## config.mk

```make
export PLATFORM = sky130hd
export DESIGN_NAME = vga_timing_gen
export DESIGN_NICKNAME = d
export VERILOG_FILES = /design/src/rtl/vga_timing_pkg.sv /design/src/rtl/vga_timing_gen.sv
export SDC_FILE = /design/constraint.sdc
export NUM_CORES = 1
export LEC_CHECK = 0
export ABC_AREA = 1
export CAP_MARGIN = 40
export CORE_AREA = 2 2 76 71
export DETAILED_ROUTE_END_ITERATION = 10
export DIE_AREA = 0 0 78 73
export GPL_TIMING_DRIVEN = 1
export HOLD_SLACK_MARGIN = 0.06
export PLACE_DENSITY = 0.77
export SLEW_MARGIN = 40
export SYNTH_ARGS = -nofsm -noshare
export SYNTH_HDL_FRONTEND = slang
export SYNTH_SLANG_ARGS = --single-unit
export TNS_END_PERCENT = 10
```

## constraint.sdc

```tcl
create_clock -name vga_clk -period 2.6 [get_ports vga_clk]
set_input_delay 0.26 -clock vga_clk [delete_from_list [all_inputs] [get_ports vga_clk]]
set_output_delay 0.26 -clock vga_clk [all_outputs]
set_load 0.01 [all_outputs]
```

## src/rtl/vga_timing_pkg.sv

```systemverilog
// vga_timing_pkg: shared coordinate type, default 640x480@60 timing and total helpers
package vga_timing_pkg;
  typedef logic [9:0] coord_t;
  localparam int H_VISIBLE_DEF = 640;
  localparam int H_FRONT_DEF   = 16;
  localparam int H_SYNC_DEF    = 96;
  localparam int H_BACK_DEF    = 48;
  localparam int V_VISIBLE_DEF = 480;
  localparam int V_FRONT_DEF   = 10;
  localparam int V_SYNC_DEF    = 2;
  localparam int V_BACK_DEF    = 33;
  localparam bit SYNC_POL_DEF  = 1'b0;
  function automatic int h_total(int vis, int fp, int sync, int bp);
    return vis + fp + sync + bp;
  endfunction
  function automatic int v_total(int vis, int fp, int sync, int bp);
    return vis + fp + sync + bp;
  endfunction
endpackage

```

## src/rtl/vga_timing_gen.sv

```systemverilog
// vga_timing_gen: raster counters with registered blank/sync/frame decode; VGA_SYNC_DELAY_EN adds one register stage to hs, vs and frame_start
module vga_timing_gen
  import vga_timing_pkg::*;
#(
  parameter int H_VISIBLE = H_VISIBLE_DEF,
  parameter int H_FRONT   = H_FRONT_DEF,
  parameter int H_SYNC    = H_SYNC_DEF,
  parameter int H_BACK    = H_BACK_DEF,
  parameter int V_VISIBLE = V_VISIBLE_DEF,
  parameter int V_FRONT   = V_FRONT_DEF,
  parameter int V_SYNC    = V_SYNC_DEF,
  parameter int V_BACK    = V_BACK_DEF,
  parameter bit SYNC_POL  = SYNC_POL_DEF
) (
  input  logic        vga_clk,
  input  logic        reset_n,
  output coord_t      DrawX,
  output coord_t      DrawY,
  output logic        blank,
  output logic        hs,
  output logic        vs,
  output logic        frame_start,
  output logic [15:0] frame_count
);
  localparam int H_TOTAL  = h_total(H_VISIBLE, H_FRONT, H_SYNC, H_BACK);
  localparam int V_TOTAL  = v_total(V_VISIBLE, V_FRONT, V_SYNC, V_BACK);
  localparam int HS_START = H_VISIBLE + H_FRONT;
  localparam int HS_END   = HS_START + H_SYNC;
  localparam int VS_START = V_VISIBLE + V_FRONT;
  localparam int VS_END   = VS_START + V_SYNC;
  localparam coord_t H_LAST = coord_t'(H_TOTAL - 1);
  localparam coord_t V_LAST = coord_t'(V_TOTAL - 1);

  if (H_TOTAL > 1024 || V_TOTAL > 1024 || H_TOTAL < 1 || V_TOTAL < 1) begin : g_bad_timing
    $error("vga_timing_gen: H_TOTAL/V_TOTAL must lie in 1..1024");
  end

  coord_t w_nx;
  coord_t w_ny;
  logic   w_blank;
  logic   w_hs;
  logic   w_vs;
  logic   w_fs;
  logic   r_hs;
  logic   r_vs;
  logic   r_fs;

  // next raster position; outputs decode from it so they line up with DrawX/DrawY
  always_comb begin
    w_nx    = (DrawX == H_LAST) ? '0 : DrawX + 10'd1;
    w_ny    = (DrawX != H_LAST) ? DrawY : (DrawY == V_LAST) ? '0 : DrawY + 10'd1;
    w_blank = int'(w_nx) < H_VISIBLE && int'(w_ny) < V_VISIBLE;
    w_hs    = (int'(w_nx) >= HS_START && int'(w_nx) < HS_END) ? SYNC_POL : ~SYNC_POL;
    w_vs    = (int'(w_ny) >= VS_START && int'(w_ny) < VS_END) ? SYNC_POL : ~SYNC_POL;
    w_fs    = w_nx == '0 && w_ny == '0;
  end

  // counters, blank, frame counter and undelayed sync/frame registers
  always_ff @(posedge vga_clk or negedge reset_n) begin
    if (!reset_n) begin
      DrawX       <= '0;
      DrawY       <= '0;
      blank       <= 1'b0;
      frame_count <= '0;
      r_hs        <= ~SYNC_POL;
      r_vs        <= ~SYNC_POL;
      r_fs        <= 1'b0;
    end else begin
      DrawX       <= w_nx;
      DrawY       <= w_ny;
      blank       <= w_blank;
      frame_count <= w_fs ? frame_count + 16'd1 : frame_count;
      r_hs        <= w_hs;
      r_vs        <= w_vs;
      r_fs        <= w_fs;
    end
  end

`ifdef VGA_SYNC_DELAY_EN
  // extra stage so syncs match renderers that register RGB one cycle late
  always_ff @(posedge vga_clk or negedge reset_n) begin
    if (!reset_n) begin
      hs          <= ~SYNC_POL;
      vs          <= ~SYNC_POL;
      frame_start <= 1'b0;
    end else begin
      hs          <= r_hs;
      vs          <= r_vs;
      frame_start <= r_fs;
    end
  end
`else
  assign hs          = r_hs;
  assign vs          = r_vs;
  assign frame_start = r_fs;
`endif
endmodule

```

# ---- Word-level counts from Yosys, hierarchy flattened
# Cells that the tools add are included.
dict set report classes {
  addsub 3
  reduce_logical 6
  order_cmp 6
  mux 5
  eq_ne 3
}
# cell count
set ops {}
lappend ops {{$mux W10} 3}
lappend ops {{$add A10 B1 Y10 const B} 2}
lappend ops {{$eq A10 B10 Y1 const B} 2}
lappend ops {{$logic_not A10 Y1} 2}
lappend ops {{$lt A10 B10 Y1 const B} 2}
lappend ops {{$lt A10 B9 Y1 const B} 2}
lappend ops {{$add A16 B1 Y16 const B} 1}
lappend ops {{$ge A10 B10 Y1 const B} 1}
lappend ops {{$ge A10 B9 Y1 const B} 1}
lappend ops {{$ne A10 B10 Y1 const B} 1}
lappend ops {{$logic_and A1 B1 Y1} 4}
lappend ops {{$mux W1} 2}
dict set report word_totals {
  regBits 40
  output_inout_bits 40
  inputBits 2
  elab_cells 30
}

# ---- Longest topological paths before layout
# Gate-level depths: netlist of run 1.
dict set report depth {
  ltp_word 6
  depth_mapped 15
  mapped_depth_nobuf 13
}

# ---- Worst setup path before layout of run 1
# No wires, ideal clock.
dict set report synth_path {
  kind {register -> register}
  start {register DrawX[0]}
  end {register frame_count[6]}
  setup_ps 117
  required_time_ps 2483
  path_slack_ps 603
  path_buffers 2
  arrival_time_ps 1880
  path_stages_with_launch 15
  synth_period_minus_slack_ps 1997
  cell_sequence {dfrtp_1 ha_1 nand2_2 nor2_4 nand3_4 buf_6 nor2_1 nand2_1 nand2_1 nand3_2 nor2_4 nand3_4 buf_6 nand2_1 nand2_1}
}
dict set report synth_via {
  elab_chain_cells 4
}
# item line
set synth_rtl {}
lappend synth_rtl {{from (decl)} vga_timing_gen.sv:17} ;# output coord_t DrawX,
lappend synth_rtl {{from (signal assigned)} vga_timing_gen.sv:69} ;# DrawX <= w_nx;
lappend synth_rtl {{$add A10 B1 Y10 (tied with other cells)} vga_timing_gen.sv:50} ;# w_nx = (DrawX == H_LAST) ? '0 : DrawX + 10'd1;
lappend synth_rtl {{$mux W10, on equally long branches} {vga_timing_gen.sv:50, vga_timing_gen.sv:51}}
lappend synth_rtl {{$logic_not A10 Y1} vga_timing_gen.sv:55} ;# w_fs = w_nx == '0 && w_ny == '0;
lappend synth_rtl {{$logic_and A1 B1 Y1 *} vga_timing_gen.sv:55}
lappend synth_rtl {{to (signal assigned)} vga_timing_gen.sv:72} ;# frame_count <= w_fs ? frame_count + 16'd1 : frame_count;
lappend synth_rtl {{to (decl)} vga_timing_gen.sv:23} ;# output logic [15:0] frame_count
# Every way passes the cells marked *; elsewhere a longest branch is shown, timed or not.
# A chain may end at the register's enable or synchronous reset.

# ---- Worst setup path in the final report of run 1
dict set report layout_path {
  start {register DrawY[0]}
  end {register frame_count[11]}
}
dict set report layout_via {
  elab_chain_cells 5
}
# item line
set layout_rtl {}
lappend layout_rtl {{from (decl)} vga_timing_gen.sv:18} ;# output coord_t DrawY,
lappend layout_rtl {{from (signal assigned)} vga_timing_gen.sv:70} ;# DrawY <= w_ny;
lappend layout_rtl {{$add A10 B1 Y10 or $eq A10 B10 Y1 (tied branches)} vga_timing_gen.sv:51} ;# w_ny = (DrawX != H_LAST) ? DrawY : (DrawY == V_LAST) ? '0 : DrawY + 10'd1;
lappend layout_rtl {{$mux W10 * (2 in a row)} vga_timing_gen.sv:51}
lappend layout_rtl {{net w_ny[4]} vga_timing_gen.sv:39} ;# coord_t w_ny;
lappend layout_rtl {{$logic_not A10 Y1 *} vga_timing_gen.sv:55}
lappend layout_rtl {{$logic_and A1 B1 Y1 *} vga_timing_gen.sv:55}
# Mark *: on every way through the listed nets, which the timed path passes. The rest lies on a longest branch.

==> summary.md, run 1 <==
| Metric | Value |
|---|---|
| Number of diodes | `0` |
| PortBufs | `41` |
| RSZ-0062 raised after global routing | `no` |
| Layout cells sized above 1 | `6.98%` |
| DRT Pass-1 Iters | `5` |
| Nets@finish | `406` |
| Drt via density | `5.29` |
| Initial Util | `51.5%` |
| Worst slew pin tran | `0.519 ns` |
| CTS Root Cell | `clkbuf_8` |
| Cells after Synth | `358` |
| Worst endpoint required time | `2.83 ns` |
| Max IR drop VDD | `0.000324 V` |
| Maxcap violations | `0` |
| CP Max Fanout | `16` |
| PwrDens | `362 nW/um^2` |
| Grt total ovfl | `0` |
| Vias in the first global route | `2225` |
| Mapped Nets | `364` |
| Worst R2R Path Depth | `13` |
| Sequential cell area fraction in the yosys report | `38.9%` |
| Hold Path Class | `in2async` |
| CP Buf/Inv Count | `2` |
| DRC Markers | `0` |
| Setup TNS | `0 ns` |
| Chip height | `73 um` |
| Vias | `2476` |
| H-tree depth | `2` |
| Total Routing Usage GR | `22.9%` |
| CP endpoint kind | `register` |
| Synth cell types | `27` |
| WL per Instance | `13.2 um` |
| CP max stage cell | `dfrtp_1` |
| Reg clk slew, reported paths | `0.08 ns` |
| CP top delay family | `simple AND/OR/NAND/NOR gates` |
| Synth warnings | `0` |
| Clock Tree Buf Depth | `2` |
| Post-synthesis register bit count | `40` |
| Pleak | `1.60 nW` |
| Rel. slew slack | `65.4%` |
| Top cell by count, worst path | `nand2_1` |
| Largest net degree at the start of global routing | `41` |
| DP HPWL | `4420 um` |
| Die area | `5690 um^2` |
| Minimum clock period | `2.35 ns` |
| Final Hold Fails | `0` |
| Crit path DAT | `2.58 ns` |
| Clock sinks | `40` |
| Synth-to-layout area growth | `21.4%` |
| Startpoint Class | `register` |
| Die width | `78 um` |
| Run status | `finished, final reports clean` |
| Global-route wire length before repair | `10400 um` |
| Levels on crit path | `13` |
| GP Congestion | `0.903` |
| Core ar. | `5000 um^2` |
| Final period util | `90.2%` |
| Row Count | `25` |
| Initial antenna violation count | `0` |
| FILL cells | `446` |
| WL final | `6170 um` |
| Slowest stage delay, CP | `0.49 ns` |
| Post-synthesis cell area | `2580 um^2` |
| Fin. max-slew vios | `0` |
| Mean post-synth cell area | `7.21 um^2` |
| Tot Pwr | `1.14 mW` |
| I/O pins | `42` |
| CP Cell Sequence | `ha_1 -> inv_1 -> nor2_1 -> nand2_1 -> nand2_1 -> inv_1 -> nand3_1 -> nand2_1 -> nor2_1 -> nand2_1 -> nor2_4 -> nand4_1 -> nand2_1` |
| Clock Skew | `0.00471 ns` |
| # setup viols final | `0` |
| Clock buffer count from CTS | `5` |
| CTS tree | `yes` |
| Fmax achieved | `426 MHz` |
| Setup CP Type | `reg2reg` |
| Number of DRC markers in iteration 0 | `187` |
| Worst-Skew Late Latency | `0.29 ns` |
| Routed Antenna Nets | `0` |
==> cell families (layout without fill, tap and decap cells) <==
group / count (synthesis) / in the layout / share of synthesized area (%)
flops: 40 / 40 / 38.9
fa+ha+maj: 4 / 4 / 1.94
buf+inv: 58 / 101 / 9.75
compound gates: 13 / 13 / 2.91
simple gates: 228 / 228 / 41.4
xor+xnor: 15 / 15 / 5.09
==> worst register-to-register path, delay by kind of cell (launching register included) <==
| kind | cells | cell delay, ns |
|---|---|---|
| fa+ha+maj | 1 | 0.31 |
| buf+inv | 2 | 0.11 |
| simple gates | 10 | 1.38 |
| flops | 1 | 0.49 |
==> report_power, final <==
| part | switching, mW | internal, mW | total, mW |
|---|---|---|---|
| clock network | 0.215 | 0.285 | 0.500 |
| registers | 0 | 0.622 | 0.622 |
| logic | 0.0120 | 0.00199 | 0.0140 |
| total | 0.227 | 0.909 | 1.14 |
==> registers in the layout, summed over array words and instances (netlist names) <==
register and cells:
DrawX 10, DrawY 10, blank 1, frame_count 16, frame_start 1, hs 1
vs 1
==> stage by stage <==
stage | hold slack (ns) | area, um^2 | util, % | cells | worst slack, ns
finish | 0.472 | 3130 | 62.6 | 468 | 0.254
CTS | 0.497 | 3130 | 62.6 | 468 | 0.274
global placement | 0.429 | 3010 | 60.2 | 459 | 0.336
global route | 0.537 | 3130 | 62.6 | 468 | 0.0289
detailed placement | 0.271 | 3020 | 60.3 | 459 | 0.299
floorplan | -0.0356 | 2580 | - | 358 | 0.603
==> final timing paths <==
path / from / endpoint / slack (ns)
setup / recovery: DrawY[0] / frame_count[11] / 0.25
hold / removal: reset_n / DrawX[6] / 0.47
setup reg to reg: DrawY[0] / frame_count[11] / 0.25
hold reg to reg: frame_count[1] / frame_count[1] / 0.54
max in group asynchronous: reset_n / vs / 1.75
min in group vga_clk: frame_count[1] / frame_count[1] / 0.54
==> synthesized netlist by cell type <==
| library cell | instances | area [um^2] |
|---|---|---|
| nand4_1 | 29 | 181 |
| and3_1 | 1 | 6.26 |
| xnor2_1 | 5 | 43.8 |
| nand3_2 | 2 | 20.0 |
| nand2_2 | 5 | 31.3 |
| o21ai_0 | 6 | 30.0 |
| dfstp_2 | 2 | 52.6 |
| o21ai_1 | 2 | 10.0 |
| nor3_1 | 5 | 25.0 |
| o21bai_1 | 3 | 22.5 |
| buf_2 | 3 | 15.0 |
| o211ai_1 | 1 | 7.51 |
| xor2_1 | 10 | 87.6 |
| nor2_1 | 33 | 124 |
| dfrtp_1 | 38 | 951 |
| nand3_1 | 29 | 145 |
| nor4_1 | 1 | 6.26 |
| inv_1 | 50 | 188 |
| nor2_2 | 3 | 18.8 |
| buf_6 | 3 | 33.8 |
| nor2_4 | 4 | 45.0 |
| buf_4 | 2 | 15.0 |
| ha_1 | 4 | 50.1 |
| nand2_1 | 113 | 424 |
| a21oi_1 | 1 | 5.00 |
| or2_2 | 1 | 6.26 |
| nand3_4 | 2 | 35.0 |
==> routing by layer <==
| metal | track usage [%] | routed length, um | up-vias |
|---|---|---|---|
| li1 | - | - | 1233 |
| met3 | 3.47 | 295 | 11 |
| met1 | 32.1 | 2870 | 1162 |
| met5 | 0 | 0 | - |
| met4 | 6.24 | 74 | 0 |
| met2 | 37.4 | 2930 | 70 |
==> layout by cell type (no fill, tap or decap), drive strengths merged <==
cell type	netlist	routed
nor4	1	1
and3	1	1
buf	8	2
inv	50	50
o21ai	8	8
nand4	29	29
or2	1	1
clkinv	0	1
xnor2	5	5
o21bai	3	3
nor3	5	5
xor2	10	10
dfrtp	38	38
nand2	118	118
clkdlybuf4s50	0	40
clkbuf	0	6
ha	4	4
o211ai	1	1
a21oi	1	1
nand3	33	33
bufinv	0	1
dlygate4sd3	0	1
nor2	40	40
dfstp	2	2
==> what timing repair did <==
item                                   CTS  global route
setup buffers                            0             0
endpoints found under the hold margin   38             0
resized for setup                        0             0
hold buffers                             1             0
==> area by class of cell <==
type                       instances  area, um^2  area share (%)
inverter                          50         188            5.99
timing repair buffer              43         425            13.6
clock inverter                     2        35.0            1.12
multi-input combinational        260        1330            42.3
clock buffer                       6        72.6            2.32
sequential                        40        1000            32.0
tap                               67        83.8            2.68
No activity file was read; power rests on OpenSTA's default activity.
==> run 2: changes to the inputs <==
--- a/config.mk
+++ b/config.mk
@@ -5,11 +5,10 @@
 export SDC_FILE = /design/constraint.sdc
 export NUM_CORES = 1
 export LEC_CHECK = 0
-export ABC_AREA = 1
 export CAP_MARGIN = 40
-export CORE_AREA = 2 2 76 71
+export CORE_AREA = 2 2 72 67
 export DETAILED_ROUTE_END_ITERATION = 10
-export DIE_AREA = 0 0 78 73
+export DIE_AREA = 0 0 74 69
 export GPL_TIMING_DRIVEN = 1
 export HOLD_SLACK_MARGIN = 0.06
 export PLACE_DENSITY = 0.77
==> run 2 against run 1 <==
First-iteration DRC count up 25%. Global-route usage fell by 1.5 points. Routed wire length fell by 17%. Flip-flop and latch count stayed put. Hold slack worse by 0.0011 ns. Critical endpoint is now frame_count[1].
==> summary.md, run 2 <==
| Metric | Value |
|---|---|
| Layout cells sized above 1 | `22.2% (+15 points)` |
| Logic pwr share | `1.2% (about the same)` |
| Startpoint Class | `register` |
| Die width | `74 um (-5.1%)` |
| CP Max Fanout | `7 (-9)` |
| WL final | `5110 um (-17%)` |
| Crit path DAT | `2.76 ns (+0.18 ns)` |
| Reg2reg start | `DrawX[5]` |
| Final Hold Fails | `0 (unchanged)` |
| PwrDens | `374 nW/um^2 (+3.1%)` |
| Psw | `0.227 mW (+0.14%)` |
| Mean post-synth cell area | `10.2 um^2 (+41%)` |
| Worst slew pin tran | `0.537 ns (+0.0180 ns)` |
| Number of DRC markers in iteration 0 | `233 (+25%)` |
| Routed Antenna Nets | `0 (unchanged)` |
| Top cell type by total area after synthesis | `dfrtp_1` |
| Placed insts | `346 (-25%)` |
| Vias in the first global route | `1821 (-18%)` |
| Commonest cells in the netlist | `dfrtp_1 (38), nand2_1 (23), xnor2_1 (19)` |
| I/O pins | `42 (unchanged)` |
| Reg clk slew, reported paths | `0.08 ns (about the same)` |
| Top post-synthesis cells by area | `dfrtp_1 (43%), xnor2_1 (7.5%), nand2_1 (3.9%)` |
| FILL cells | `332 (-26%)` |
| Vias | `1931 (-22%)` |
| Internal power | `0.908 mW (-0.11%)` |
| PortBufs | `41 (unchanged)` |
| R2R Path End | `frame_count[1]` |
| DP HPWL | `3840 um (-13%)` |
| DRC Markers | `0 (unchanged)` |
| Slowest stage delay, CP | `0.56 ns (+0.07 ns)` |
| Global-route wire length before repair | `8510 um (-18%)` |
| Max reg flops | `16 (unchanged)` |
| CTS Root Cell | `clkbuf_8` |
| Async set-reset flop share out of synthesis | `100% (unchanged)` |
| Clock share of power | `44.0% (about the same)` |
| Minimum clock period | `2.58 ns (+0.238 ns)` |
| DP Area | `2890 um^2 (-4.1%)` |
| WL per Instance | `14.4 um (+9.3%)` |
| H-tree depth | `2 (unchanged)` |
| Cells after Synth | `218 (-39%)` |
| Hold Path Class | `in2async` |
| Final instance area | `3040 um^2 (-3.0%)` |
| Total Routing Usage GR | `21.4% (-1.5 points)` |
| Nets@finish | `298 (-27%)` |
| Number of diodes | `0 (unchanged)` |
| Row Count | `23 (-8.0%)` |
| Most frequent cells in the layout | `clkdlybuf4s50_1 (40), dfrtp_1 (38), buf_4 (34), nand2_1 (22), xnor2_1 (17)` |
| Synth cell types | `50 (+85%)` |
| Run status | `finished, final reports clean` |
| CP Cell Sequence | `or4b_4 -> nor3_4 -> o21ai_2 -> a2111oi_4 -> nand3_1 -> nor4_4 -> mux2_2` |
| Max IR drop VDD | `0.000316 V (-2.6%)` |
| GP Congestion | `0.913 (+1.1%)` |
| Rel. slew slack | `64.0% (-1.4 points)` |
| Clock Skew | `0.00694 ns (+0.00223 ns)` |
| Largest net degree at the start of global routing | `41 (unchanged)` |
| DRT Pass-1 Iters | `4 (-1)` |
| Synth warnings | `0 (unchanged)` |
| Post-synthesis cell area | `2210 um^2 (-14%)` |
| CTS tree | `yes` |
| Biggest regs | `frame_count (16), DrawX (10), DrawY (10)` |
| Top-count cell post-synth | `dfrtp_1` |
| CP max stage cell | `or4b_4` |
| Pleak | `1.29 nW (-20%)` |
| Fin. max-slew vios | `0 (unchanged)` |
| CP top delay family | `simple AND/OR/NAND/NOR gates` |
| Grt total ovfl | `0 (unchanged)` |
| Yosys top cell area share | `42.9% (+6.1 points)` |
| RSZ-0062 raised after global routing | `yes` |
| Clock Tree Buf Depth | `2 (unchanged)` |
| Initial Util | `51.0% (-0.59 points)` |
| Final period util | `99.4% (+9.1 points)` |
| Clock buffer count from CTS | `5 (unchanged)` |
| Worst R2R Path Depth | `7 (-6)` |
| Fin util | `69.9% (+7.3 points)` |
| Worst-Skew Late Latency | `0.29 ns (about the same)` |
| Fmax achieved | `387 MHz (-9.2%)` |
| Core ar. | `4350 um^2 (-13%)` |
| Die area | `5110 um^2 (-10%)` |
| Post-synth EDFFs | `0 (unchanged)` |
| Finished Layout Cells | `355 (-24%)` |
| Sw Share | `20.0% (+0.041 points)` |
| Primary FF master, synth | `dfrtp_1` |
| Drt via density | `5.44 (+2.8%)` |
| Initial antenna violation count | `0 (unchanged)` |
| Flop pwr share | `54.8% (about the same)` |
| Biggest register | `frame_count` |
| Commonest non-fill, non-tap cell in the layout | `clkdlybuf4s50_1` |
| Post-synthesis register bit count | `40 (unchanged)` |
| Chip height | `69 um (-5.5%)` |
| CP Buf/Inv Count | `0 (-2)` |
| Mapped Nets | `224 (-38%)` |
| Setup CP Type | `reg2reg` |
| Maxcap violations | `0 (unchanged)` |
| CP endpoint kind | `register` |
| Synth-to-layout area growth | `37.2%` |
| R2r setup slk | `0.02 ns (-0.24 ns)` |
| Clock sinks | `40 (unchanged)` |
| Worst endpoint required time | `2.78 ns (-0.05 ns)` |
| Sequential cell area fraction in the yosys report | `45.3% (+6.4 points)` |
| # setup viols final | `0 (unchanged)` |
## run 2: final cells by class
type,count,area [um^2],share of cell area (%)
Sequential cell,40,1000,33.0
Multi-Input combinational cell,159,1130,37.2
Timing Repair Buffer,76,677,22.3
Clock buffer,5,68.8,2.27
Tap cell,62,77.6,2.55
Inverter,10,37.5,1.24
Clock inverter,3,42.5,1.40
## run 2: kinds of logic after synthesis
| group | count (synthesis) | synth area share, % |
|---|---|---|
| mux | 1 | 0.508 |
| xor+xnor | 24 | 9.49 |
| fa+ha+maj | 4 | 2.26 |
| compound gates | 39 | 12.6 |
| buf+inv | 19 | 4.92 |
| simple gates | 91 | 24.9 |
| flops | 40 | 45.3 |
## run 2: how the worst max path moves through the flow
stage                            endpoint  slack, ns  depth (start not counted)      from
after detailed placement  frame_count[10]      0.002                          9  DrawX[5]
after global routing      frame_count[13]      -0.17                          9  DrawX[5]
after CTS                 frame_count[10]      0.008                          9  DrawX[5]
after floorplan           frame_count[10]      -0.07                         10  DrawX[6]
final                      frame_count[1]       0.02                          7  DrawX[5]
after global placement    frame_count[10]       0.07                          9  DrawX[5]
## run 2: worst reg2reg max path: cells and delay by family (launching register included)
family	cells	cell delay, ns
AND/OR/NAND/NOR	4	1.21
multiplexers	1	0.37
AO/OA/AOI/OAI	2	0.51
flip-flops	1	0.39
## run 2: per-layer routing
metal  share of wire (%)  GRT usage (%)
met4                 1.3           6.67
met3                 5.1           5.12
met2                  47           32.5
met1                  47           30.0
met5                   0              0
## run 2: power groups by stage
stage | logic (mW) | registers, mW | clock network [mW]
2_1_floorplan | 0.000000395 | 0.634 | 0
3_3_place_gp | 0.0127 | 0.634 | 0
3_5_place_dp | 0.0133 | 0.634 | 0
4_1_cts | 0.0145 | 0.622 | 0.506
5_1_grt | 0.0162 | 0.622 | 0.535
6_report | 0.0134 | 0.622 | 0.500
## run 2: per-stage QoR
step           hold WS, ns  total power [mW]  setup TNS [ns]  worst slack [ns]
6_report             0.471              1.13               0            0.0158
3_5_place_dp         0.260             0.647               0           0.00195
4_1_cts              0.490              1.14               0           0.00825
2_1_floorplan      -0.0356             0.634          -0.348           -0.0708
5_1_grt              0.512              1.17           -2.05            -0.169
3_3_place_gp         0.417             0.647               0            0.0705
## run 2: timing repair
action,in CTS,in global routing
hold endpoints to repair,38,0
gates resized for setup,1,4
buffers inserted,0,0
pin swaps,0,3
hold buffers,1,0
endpoints found under the setup margin,1,18
==> run 3: changes to the inputs <==
==> constraint.sdc (replaced) <==
create_clock -name vga_clk -period 2.5 [get_ports vga_clk]
set_input_delay 0.25 -clock vga_clk [delete_from_list [all_inputs] [get_ports vga_clk]]
set_output_delay 0.25 -clock vga_clk [all_outputs]
set_load 0.01 [all_outputs]
==> run 3 against run 2 <==
The run now ends with negative setup slack left. Cell count up 2.0%. Sequential power grew 4.0%. Flip-flop and latch count unchanged. Die area stayed put. Clock power up 4.6%. Combinational power up 3%. Hold slack worse by 0.020 ns. Critical path depth grew 2. Via count rose by 2.2%.
==> summary.md, run 3 (synthesized netlist as in run 2, its figures left out) <==
| Metric | Value |
|---|---|
| Vias | `1974 (+2.2%)` |
| Pleak | `1.31 nW (+2.2%)` |
| Failing checks | `negative setup slack` |
| Synth-to-layout area growth | `39.7%` |
| # setup viols final | `13 (+13)` |
| Fin. max-slew vios | `0 (unchanged)` |
| Final period util | `104% (+4.3 points)` |
| Worst R2R Path Depth | `9 (+2)` |
| Area of the multi-input gates | `1130 um^2 (+0.22%)` |
| Total Routing Usage GR | `22.7% (+1.3 points)` |
| DRT Pass-1 Iters | `4 (unchanged)` |
| Run status | `complete, but fails checks` |
| Tot Pwr | `1.18 mW (+4.3%)` |
| Commonest non-fill, non-tap cell in the layout | `buf_4` |
| CP endpoint kind | `register` |
| Rel. slew slack | `56.0% (-7.9 points)` |
| Biggest regs | `frame_count (16), DrawX (10), DrawY (10)` |
| Most frequent cells in the layout | `buf_4 (41), clkdlybuf4s50_1 (40), dfrtp_1 (38), nand2_1 (22), xnor2_1 (18)` |
| DP Area | `2940 um^2 (+1.8%)` |
| Clock sinks | `40 (unchanged)` |
| Drt via density | `5.45 (+0.25%)` |
| Max reg flops | `16 (unchanged)` |
| Finished Layout Cells | `362 (+2.0%)` |
| Maxcap violations | `0 (unchanged)` |
| Post-CTS setup buffer count | `0 (unchanged)` |
| CTS tree | `yes` |
| Initial Util | `51.0% (unchanged)` |
| Startpoint Class | `register` |
| Fmax achieved | `386 MHz (-0.35%)` |
| I/O pins | `42 (unchanged)` |
| Chip height | `69 um (unchanged)` |
| Hold Slack | `0.451 ns (-0.0199 ns)` |
| Setup CP Type | `reg2reg` |
| Final Hold Fails | `0 (unchanged)` |
| CP Max Fanout | `13 (+6)` |
| Core ar. | `4350 um^2 (unchanged)` |
| DRC Markers | `0 (unchanged)` |
| DP HPWL | `4010 um (+4.4%)` |
| Minimum clock period | `2.59 ns (+0.00913 ns)` |
| WL final | `5350 um (+4.6%)` |
| Max IR drop VDD | `0.000370 V (+17%)` |
| Number of diodes | `0 (unchanged)` |
| Worst-Skew Late Latency | `0.30 ns (about the same)` |
| Worst endpoint required time | `2.68 ns (-0.10 ns)` |
| Setup TNS | `-0.624 ns (-0.624 ns)` |
| Number of DRC markers in iteration 0 | `225 (-3.4%)` |
| Clock Skew | `0.0104 ns (+0.00351 ns)` |
| GP Congestion | `0.916 (+0.38%)` |
| RSZ-0062 raised after global routing | `yes` |
| FILL cells | `317 (-4.5%)` |
| CTS Root Cell | `clkbuf_8` |
| Biggest register | `frame_count` |
| Worst slew pin tran | `0.655 ns (+0.118 ns)` |
| Placed insts | `353 (+2.0%)` |
| Clock Tree Buf Depth | `2 (unchanged)` |
| Dpl ws | `-0.0935 ns (-0.0955 ns)` |
| Routed Antenna Nets | `0 (unchanged)` |
| Initial antenna violation count | `0 (unchanged)` |
| Clock buffer count from CTS | `5 (unchanged)` |
| Sequential Area | `1000 um^2 (unchanged)` |
| WL per Instance | `14.8 um (+2.6%)` |
| Fin util | `71.2% (+1.3 points)` |
| Layout cells sized above 1 | `24.3% (+2.1 points)` |
| Row Count | `23 (unchanged)` |
| Reg clk slew, reported paths | `0.08 ns (about the same)` |
| Setup WS post-layout | `-0.0934 ns (-0.109 ns)` |
| Global-route wire length before repair | `8900 um (+4.6%)` |
| Vias in the first global route | `1842 (+1.2%)` |
| Die width | `74 um (unchanged)` |
| Final instance area | `3090 um^2 (+1.8%)` |
| Nets@finish | `305 (+2.3%)` |
| PwrDens | `383 nW/um^2 (+2.4%)` |
| Grt total ovfl | `0 (unchanged)` |
| Crit path DAT | `2.78 ns (+0.02 ns)` |
| PortBufs | `41 (unchanged)` |
| Largest net degree at the start of global routing | `41 (unchanged)` |
| Die area | `5110 um^2 (unchanged)` |
| H-tree depth | `2 (unchanged)` |
| Hold Path Class | `in2async` |
run 3: area by class of cell:
type | instances | share of cell area [%]
clock buffer | 5 | 2.22
clock inverter | 3 | 1.38
inverter | 10 | 1.21
multi-input combinational | 159 | 36.7
sequential | 40 | 32.4
tap | 62 | 2.51
timing repair buffer | 83 | 23.6
run 3: worst max-delay path: stages (launching register included):
cell	delay (ns)
dfrtp_1	0.38
or4b_4	0.55
nor3_4	0.26
o21ai_2	0.12
a2111oi_4	0.39
nand3_2	0.14
nor4_4	0.17
buf_6	0.19
nand4_1	0.13
xnor2_1	0.16
run 3: path summary, 6_finish.rpt:
| path | endpoint | startpoint | slack (ns) |
|---|---|---|---|
| worst max-delay path | frame_count[12] | DrawX[5] | -0.09 |
| worst min register to register | frame_count[15] | frame_count[15] | 0.49 |
| min in group vga_clk | frame_count[15] | frame_count[15] | 0.49 |
| worst min-delay path | DrawY[0] | reset_n | 0.45 |
| max in group asynchronous | hs | reset_n | 1.68 |
| worst max register to register | frame_count[12] | DrawX[5] | -0.09 |
run 3: per-layer routing:
| metal | GRT usage, % | part of all wire, % | vias up |
|---|---|---|---|
| met5 | 0 | 0 | - |
| met4 | 7.68 | 1.5 | 0 |
| met3 | 5.26 | 4.9 | 8 |
| met2 | 33.6 | 50 | 53 |
| met1 | 32.4 | 44 | 953 |
| li1 | - | - | 960 |
run 3: where the power goes:
part / leakage, nW / total (mW) / internal, mW / switching [mW]
clock network: 0.0541 / 0.523 / 0.295 / 0.228
logic: 0.727 / 0.0138 / 0.00207 / 0.0118
registers: 0.532 / 0.647 / 0.647 / 0
total: 1.31 / 1.18 / 0.944 / 0.239
run 3: timing repair:
| action | 4_1_cts | 5_1_grt |
|---|---|---|
| resized for setup | 1 | 5 |
| hold endpoints to repair | 38 | 0 |
| pin swaps | 3 | 1 |
| hold buffers | 1 | 0 |
| endpoints found under the setup margin | 15 | 18 |
==> variant: new RTL, settings of run 2 <==
Remove the register `r_fs`: a continuous assignment takes its place, so the output `frame_start` follows one clock earlier.
--- a/src/rtl/vga_timing_gen.sv
+++ b/src/rtl/vga_timing_gen.sv
@@ -64,7 +64,6 @@
       frame_count <= '0;
       r_hs        <= ~SYNC_POL;
       r_vs        <= ~SYNC_POL;
-      r_fs        <= 1'b0;
     end else begin
       DrawX       <= w_nx;
       DrawY       <= w_ny;
@@ -72,9 +71,10 @@
       frame_count <= w_fs ? frame_count + 16'd1 : frame_count;
       r_hs        <= w_hs;
       r_vs        <= w_vs;
-      r_fs        <= w_fs;
     end
   end
+
+  assign r_fs = w_fs;
 
 `ifdef VGA_SYNC_DELAY_EN
   // extra stage so syncs match renderers that register RGB one cycle late
Formal check against the unedited RTL: same outputs for any inputs over 10 cycles, from zero or initial values and one cycle with reset_n low; that may be too few to reach the edited logic, so the function may still have changed.
==> variant against run 2 <==
- the run now ends with negative setup slack left
- cell area rose by 6.2%
- count of clock-buffer cells in the layout rose by 1
- synthesized area fell by 1.1%
- sequential cell count fell by 1
- total power rose by 6.8%
- routed wire length rose by 15%
- core utilization rose by 4.3 points
- worst setup slack got worse by 170 ps
- sequential share of layout area fell by 2.7 points
- critical path type is now flop to output port
- critical endpoint is now frame_start
- largest power group unchanged
- highest routed layer unchanged
==> variant: results (changes against run 2) <==
layoutNonFillerInstCount: 379  # +6.8%
placed_cell_area_um2: 3000  # +3.9%
path_max_fanout: 5  # -2
synthMuxAreaShare_pct: 0.514  # +0.0058 points
synth_area_leaders: "dfrtp_1 42%, xnor2_1 7.6%, nand2_1 3.9%, nand4_1 3.7%, o21ai_0 3.2%"
grt_pass1_vias: 2057  # +13%
hold_ws_ps: 473  # +1.90 ps
setup_viol: 9  # +9
clock_buffers: 6  # +1
syn_avg_cell_area_um2: 10.1  # -0.67%
place_congestion: 1.07  # +17%
multi_input_area_share_pct: 35.3  # -1.9 points
skew_ps: 4.57  # -2.36 ps
status: "finished with violations"
violations: "negative setup slack"
leakage_nw: 1.39  # +8.4%
place_hpwl_um: 4410  # +15%
setup_ws_ps: -150  # -166 ps
synthesis.nets: 223  # -0.45%
non_clock_buffer_count: 101  # +33%
slew_headroom_pct: 56.0  # -7.9 points
grt_pass1_wl_um: 9720  # +14%
dp_cells: 364  # +5.2%
yosysSeqAreaShare_pct: 44.7  # -0.63 points
synth_fa_ha_area_share_pct: 2.29  # +0.026 points
finalNetCount: 322  # +8.1%
reg2reg_setup_slack_ps: -70  # -90 ps
buffer_area_share_pct: 26.6  # +4.4 points
variant: logic make-up (layout without fill, tap and decap cells):
logic type | after synthesis | count (layout)
simple gates | 91 | 91
compound gates | 39 | 39
flops | 39 | 39
xor+xnor | 24 | 24
buf+inv | 19 | 119
fa+ha+maj | 4 | 4
mux | 1 | 1
variant: repair_timing:
action,4_1_cts,5_1_grt
pin swaps,4,6
endpoints found under the setup margin,10,19
buffers inserted,4,2
hold buffers,1,0
gates resized for setup,8,5
hold endpoints to repair,37,0
variant: per-layer routing:
| layer | vias to the layer above | track usage, % | part of all wire (%) |
|---|---|---|---|
| met2 | 73 | 41.3 | 50 |
| met1 | 1035 | 31.8 | 44 |
| met5 | - | 0 | 0 |
| met3 | 10 | 4.24 | 4.5 |
| li1 | 995 | - | - |
| met4 | 0 | 7.47 | 1.8 |
variant: where the power goes:
group          internal, mW  switching, mW  total (mW)
Sequential            0.606              0       0.606
Combinational       0.00199         0.0115      0.0134
Clock                 0.384          0.208       0.592
